<file path="src/rtl/multicycle_ctrl.sv">
// multicycle_ctrl
// ---------------
// Multicycle control FSM for the single-issue RV32I datapath. The opcode,
// funct3 and bit 30 of each instruction are captured in IF, and the
// datapath is then stepped through ID, EX, MEM and WB as the instruction
// class requires. A data-memory access waits for mem_ready for at most
// MEM_WAIT_MAX cycles. An illegal opcode or a memory timeout parks the FSM
// in ERR, which is left only through rst.
//
// Ports:
//   clk        in   1   system clock, all state on rising edge
//   rst        in   1   synchronous, active-high reset
//   instr      in  32   instruction word, sampled in IF only
//   Zero       in   1   ALU zero flag (branch resolution in EX)
//   mem_ready  in   1   data memory completed its access this cycle
//   PCSrc      out  1   1 = PC + branch offset, 0 = PC + 4
//   ALUSrc     out  1   1 = immediate operand, 0 = rs2
//   RegWrite   out  1   register file write enable
//   MemToReg   out  1   1 = write back memory data, 0 = ALU result
//   ALUCtrl    out  4   ALU operation select
//   loadPC     out  1   PC update strobe, one pulse per completed instruction
//   MemRead    out  1   data memory read strobe
//   MemWrite   out  1   data memory write strobe
//   state_o    out  3   current FSM state (debug)
//   illegal    out  1   sticky error flag (illegal opcode or memory timeout)

module multicycle_ctrl #(
    parameter int MEM_WAIT_MAX = 15
) (
    input  logic        clk,
    input  logic        rst,
    input  logic [31:0] instr,
    input  logic        Zero,
    input  logic        mem_ready,
    output logic        PCSrc,
    output logic        ALUSrc,
    output logic        RegWrite,
    output logic        MemToReg,
    output logic [3:0]  ALUCtrl,
    output logic        loadPC,
    output logic        MemRead,
    output logic        MemWrite,
    output logic [2:0]  state_o,
    output logic        illegal
);

    typedef enum logic [2:0] {
        S_IF  = 3'd0,
        S_ID  = 3'd1,
        S_EX  = 3'd2,
        S_MEM = 3'd3,
        S_WB  = 3'd4,
        S_ERR = 3'd7
    } state_t;

    localparam logic [6:0] OP_R      = 7'b0110011;
    localparam logic [6:0] OP_IALU   = 7'b0010011;
    localparam logic [6:0] OP_LOAD   = 7'b0000011;
    localparam logic [6:0] OP_STORE  = 7'b0100011;
    localparam logic [6:0] OP_BRANCH = 7'b1100011;

    localparam logic [3:0] ALU_AND = 4'b0000;
    localparam logic [3:0] ALU_OR  = 4'b0001;
    localparam logic [3:0] ALU_ADD = 4'b0010;
    localparam logic [3:0] ALU_SUB = 4'b0110;
    localparam logic [3:0] ALU_SLT = 4'b0111;
    localparam logic [3:0] ALU_SRL = 4'b1000;
    localparam logic [3:0] ALU_SLL = 4'b1001;
    localparam logic [3:0] ALU_SRA = 4'b1010;
    localparam logic [3:0] ALU_XOR = 4'b1101;

    localparam logic [7:0] WAIT_LIMIT = 8'(MEM_WAIT_MAX);

    state_t      r_state;
    state_t      w_nextState;
    logic [6:0]  r_opcode;
    logic [2:0]  r_funct3;
    logic        r_bit30;
    logic [7:0]  r_waitCnt;
    logic [7:0]  w_waitNext;
    logic        r_illegal;

    logic        w_isR;
    logic        w_isIAlu;
    logic        w_isLoad;
    logic        w_isStore;
    logic        w_isBranch;
    logic        w_legal;
    logic [3:0]  w_aluOp;

    // Instruction bits this controller never looks at.
    logic        w_unused;
    assign w_unused = &{1'b0, instr[31], instr[29:15], instr[11:7]};

    // Class decode works on the captured fields only, so instr may change
    // freely after IF. Only BEQ/BNE count as legal branches.
    assign w_isR      = (r_opcode == OP_R);
    assign w_isIAlu   = (r_opcode == OP_IALU);
    assign w_isLoad   = (r_opcode == OP_LOAD);
    assign w_isStore  = (r_opcode == OP_STORE);
    assign w_isBranch = (r_opcode == OP_BRANCH) && (r_funct3[2:1] == 2'b00);
    assign w_legal    = w_isR | w_isIAlu | w_isLoad | w_isStore | w_isBranch;

    assign w_waitNext = r_waitCnt + 8'd1;

    // ALU operation for EX. Bit 30 picks SUB only for R-type, but it picks
    // SRA over SRL for both R-type and I-ALU (srai). sltu has no dedicated
    // code and shares SLT.
    always_comb begin
        w_aluOp = ALU_ADD;
        if (w_isBranch) begin
            w_aluOp = ALU_SUB;
        end else if (w_isR || w_isIAlu) begin
            case (r_funct3)
                3'b000:  w_aluOp = (w_isR && r_bit30) ? ALU_SUB : ALU_ADD;
                3'b001:  w_aluOp = ALU_SLL;
                3'b010:  w_aluOp = ALU_SLT;
                3'b011:  w_aluOp = ALU_SLT;
                3'b100:  w_aluOp = ALU_XOR;
                3'b101:  w_aluOp = r_bit30 ? ALU_SRA : ALU_SRL;
                3'b110:  w_aluOp = ALU_OR;
                default: w_aluOp = ALU_AND;
            endcase
        end
    end

    always_ff @(posedge clk) begin
        if (rst) begin
            r_state <= S_IF;
        end else begin
            r_state <= w_nextState;
        end
    end

    // Field capture, MEM wait counter and the sticky error flag. The
    // counter runs only while MEM waits and clears whenever MEM is left.
    always_ff @(posedge clk) begin
        if (rst) begin
            r_opcode  <= 7'd0;
            r_funct3  <= 3'd0;
            r_bit30   <= 1'b0;
            r_waitCnt <= 8'd0;
            r_illegal <= 1'b0;
        end else begin
            if (r_state == S_IF) begin
                r_opcode <= instr[6:0];
                r_funct3 <= instr[14:12];
                r_bit30  <= instr[30];
            end
            if (w_nextState != S_MEM) begin
                r_waitCnt <= 8'd0;
            end else if ((r_state == S_MEM) && !mem_ready) begin
                r_waitCnt <= w_waitNext;
            end
            if (w_nextState == S_ERR) begin
                r_illegal <= 1'b1;
            end
        end
    end

    // Next state and datapath controls. Strobes are suppressed while rst is
    // high so an abandoned instruction cannot write anything in that cycle.
    // mem_ready on the cycle the wait limit is reached still counts as a
    // completed access.
    always_comb begin
        w_nextState = r_state;
        PCSrc       = 1'b0;
        ALUSrc      = 1'b0;
        RegWrite    = 1'b0;
        MemToReg    = 1'b0;
        ALUCtrl     = ALU_ADD;
        loadPC      = 1'b0;
        MemRead     = 1'b0;
        MemWrite    = 1'b0;
        case (r_state)
            S_IF: begin
                w_nextState = S_ID;
            end
            S_ID: begin
                w_nextState = w_legal ? S_EX : S_ERR;
            end
            S_EX: begin
                ALUCtrl = w_aluOp;
                ALUSrc  = w_isIAlu | w_isLoad | w_isStore;
                if (w_isBranch) begin
                    loadPC      = 1'b1;
                    PCSrc       = (r_funct3[0] == 1'b0) ? Zero : !Zero;
                    w_nextState = S_IF;
                end else if (w_isLoad || w_isStore) begin
                    w_nextState = S_MEM;
                end else begin
                    w_nextState = S_WB;
                end
            end
            S_MEM: begin
                MemRead  = w_isLoad;
                MemWrite = w_isStore;
                if (mem_ready) begin
                    loadPC      = w_isStore;
                    w_nextState = w_isLoad ? S_WB : S_IF;
                end else if (w_waitNext >= WAIT_LIMIT) begin
                    w_nextState = S_ERR;
                end
            end
            S_WB: begin
                RegWrite    = 1'b1;
                MemToReg    = w_isLoad;
                loadPC      = 1'b1;
                w_nextState = S_IF;
            end
            S_ERR: begin
                w_nextState = S_ERR;
            end
            default: begin
                w_nextState = S_ERR;
            end
        endcase
        if (rst) begin
            RegWrite = 1'b0;
            loadPC   = 1'b0;
            MemRead  = 1'b0;
            MemWrite = 1'b0;
        end
    end

    assign state_o = r_state;
    assign illegal = r_illegal;

endmodule

</file>
<file path="config.mk">
export PLATFORM = sky130hd
export DESIGN_NAME = multicycle_ctrl
export DESIGN_NICKNAME = d
export VERILOG_FILES = /design/src/rtl/multicycle_ctrl.sv
export SDC_FILE = /design/constraint.sdc
export NUM_CORES = 1
export LEC_CHECK = 0
export BUFFER_PORTS_ARGS = -buffer_cell sky130_fd_sc_hd__clkbuf_2
export CAP_MARGIN = 20
export CORE_MARGIN = 1
export CORE_UTILIZATION = 25
export CTS_BUF_LIST = sky130_fd_sc_hd__clkbuf_4
export DETAILED_ROUTE_END_ITERATION = 6
export PLACE_DENSITY_LB_ADDON = 0.1
export SYNTH_ARGS = -nofsm -noshare
export SYNTH_HDL_FRONTEND = slang
export SYNTH_SLANG_ARGS = --single-unit
</file>
<file path="constraint.sdc">
create_clock -name clk -period 3.2 [get_ports clk]
set_clock_uncertainty 0.1 [all_clocks]
set_input_delay 0.16 -clock clk [delete_from_list [all_inputs] [get_ports clk]]
set_output_delay 0.16 -clock clk [all_outputs]
set_load 0.02 [all_outputs]
</file>
==> results.cfg <==
[outcome]
status = completed

[finish]
drive_above_1_share = 0.196
fill_cells = 606
nets = 253
num_antenna_cells = 0
area_growth_syn_to_layout_pct = 22.3
final_area_um2 = 1740

[flow_run]
max-cap-violations = 0

[critical_path]
path_class = register to primary output
crit_path_end_kind = primary output
crit_path_start_kind = register
critPathMaxFanout = 13
crit_arrival_ps = 2020
cp.required_ps = 2940

[placement]
gp_congestion = 0.722
place_ws_ps = 1070
numPortBuffers = 29
placed_cell_area_um2 = 1600
dp_hpwl_um = 2650

[global_route]
grtUsageMet2 = 0.202
track_usage = 0.129
grt_max_degree = 21
grt_pass1_wl_um = 6280
gr-total-overflow = 0
grt.met3_usage = 0.0247
grt_pass1_vias = 1321
grt-busiest-layer = met2
antenna_found_initial = 0
use_met1 = 0.177

[timing]
tightest_slew_ps = 565
setup_slack_ps = 919
slew_headroom = 0.623
rsz0062_at_grt = no
finalCritPeriodShare = 0.713
finalSetupViolCount = 0
fin_hold_ws_ps = 215
hold_violations = 0
max_freq_mhz = 438
drv_slew = 0
finalSetupTns_ps = 0
min_period_ps = 2280

[detailed_routing]
vias = 1364
ant_nets = 0
routed_wl_um = 3620
drtPass1Iterations = 4
avgRoutedWirePerCell_um = 12.7
viasPerCell = 4.77
drc_errors = 0
first_iter_violations = 48

[synthesis]
synth_edf_count = 0
synthTopCellsByCount = nand2_1 (34), dfxtp_1 (23), a21oi_1 (16), nor3_1 (16), nor2_1 (13)
synth_area_per_cell_um2 = 7.83
yosys.cell_count.top_type = nand2_1
synth_async_sr_flop_share = 0
syn-cell-area_um2 = 1430
synth_top_area_cell = dfxtp_1
synthCells = 182
yosysWarnings = 0
syn_nets = 220
synthTopCellsByArea = dfxtp_1 (32%), nand2_1 (9.0%), a21oi_1 (5.6%)
synth_top_area_frac = 0.323
synth_cell_type_count = 47
synthFlopType = dfxtp_1
ys_seq_area_frac = 0.323
ys_ff_latch = 23

[floorplan]
core_um2 = 5510
die_h_um = 77.5
rows = 27
dieWidth_um = 77.5
dieArea_um2 = 6010
ios = 51
initial_core_util = 0.259

[clock_network]
cts.sinks = 23
ctsLongestPathBuffers = 2
ctsResizeCount = 0
path_clk_slew_ps = 140
worstSkewPairLatency_ps = 320
root_buffer = clkbuf_4
cts_max_level = 1
numCtsBuffers = 3
tritoncts = yes

[power_and_ir_drop]
ir_worst_vdd_uv = 117
power.leakage_nw = 0.647
power_density_nw_per_um2 = 431
p_total_uw = 751

[worst_hold_path]
hp-class = primary input to register
power breakdown:
part	switching, mW	internal [mW]
Sequential	0.0560	0.320
Clock	0.0924	0.0572
Combinational	0.127	0.0994
logic make-up after synthesis:
logic type                 after synthesis  synth area share
and+or+nand+nor                         90             0.329
AOI/OAI and AO/OA                       36             0.187
DFF                                     23             0.323
buffers and inverters                   18            0.0615
xor gates and xnor gates                12            0.0737
adders and majority gates                2            0.0176
muxes                                    1           0.00790
routing by layer:
| layer | up-vias | wire, um |
|---|---|---|
| met3 | 4 | 162 |
| met5 | - | 0 |
| met1 | 627 | 1850 |
| met2 | 26 | 1570 |
| met4 | 0 | 34 |
| li1 | 707 | - |
registers in the layout, summed over array words and instances, names as in the netlist:
register / flops
r_funct3: 3
r_waitCnt: 8
r_opcode: 7
illegal: 1
state_o: 3
r_bit30: 1
per-stage QoR:
step,std cells,util
after floorplan,182,-
after global placement,271,0.291
after detailed placement,271,0.291
after CTS,286,0.317
after global routing,286,0.317
final,286,0.317
repair_timing:
action / in CTS / in global routing
buffers inserted: 0 / 0
setup endpoints to repair: 0 / 0
hold endpoints to repair: 11 / 0
hold buffers: 11 / 0
path summary, 6_finish.rpt:
| kind | from | to | slack (ps) | cells past startpoint |
|---|---|---|---|---|
| max | state_o[2] | loadPC | 920 | 6 |
| min | rst | state_o[0] | 220 | 2 |
| max reg2reg | r_waitCnt[0] | r_waitCnt[6] | 1020 | 6 |
| min reg2reg | r_opcode[3] | r_opcode[3] | 380 | 2 |
worst max-delay path: stages (launching register included):
cell      delay [ps]
dfxtp_1          470
nand2b_1         250
nor4_1           280
a21oi_1           60
or2_2            290
a21oi_1          160
clkbuf_2         200
final cells by class:
cell class / instances / area [um2] / area share
inverters: 4 / 15.0 / 0.00861
flip-flops and latches: 23 / 460 / 0.264
well taps: 72 / 90.1 / 0.0517
repair buffers: 42 / 270 / 0.155
multi-input cells: 141 / 877 / 0.503
clock buffers: 4 / 30.0 / 0.0172
cells in the final DEF (no fill, tap or decap), drive strengths merged, types with 2 or more instances in the layout:
| cell type | instances |
|---|---|
| nor4 | 2 |
| buf | 2 |
| xnor2 | 4 |
| nor3 | 16 |
| clkbuf | 33 |
| ha | 2 |
| a41o | 2 |
| nor2 | 13 |
| nor2b | 2 |
| a21oi | 16 |
| a2bb2oi | 2 |
| nand4 | 3 |
| nand4bb | 2 |
| dlygate4sd3 | 11 |
| dfxtp | 23 |
| nand3 | 3 |
| a211oi | 2 |
| nand2 | 35 |
| or3 | 2 |
| o21ai | 3 |
| and3 | 2 |
| o31a | 2 |
| inv | 4 |
| a2111oi | 3 |
| xor2 | 8 |
(Power assumes the default switching activity.)
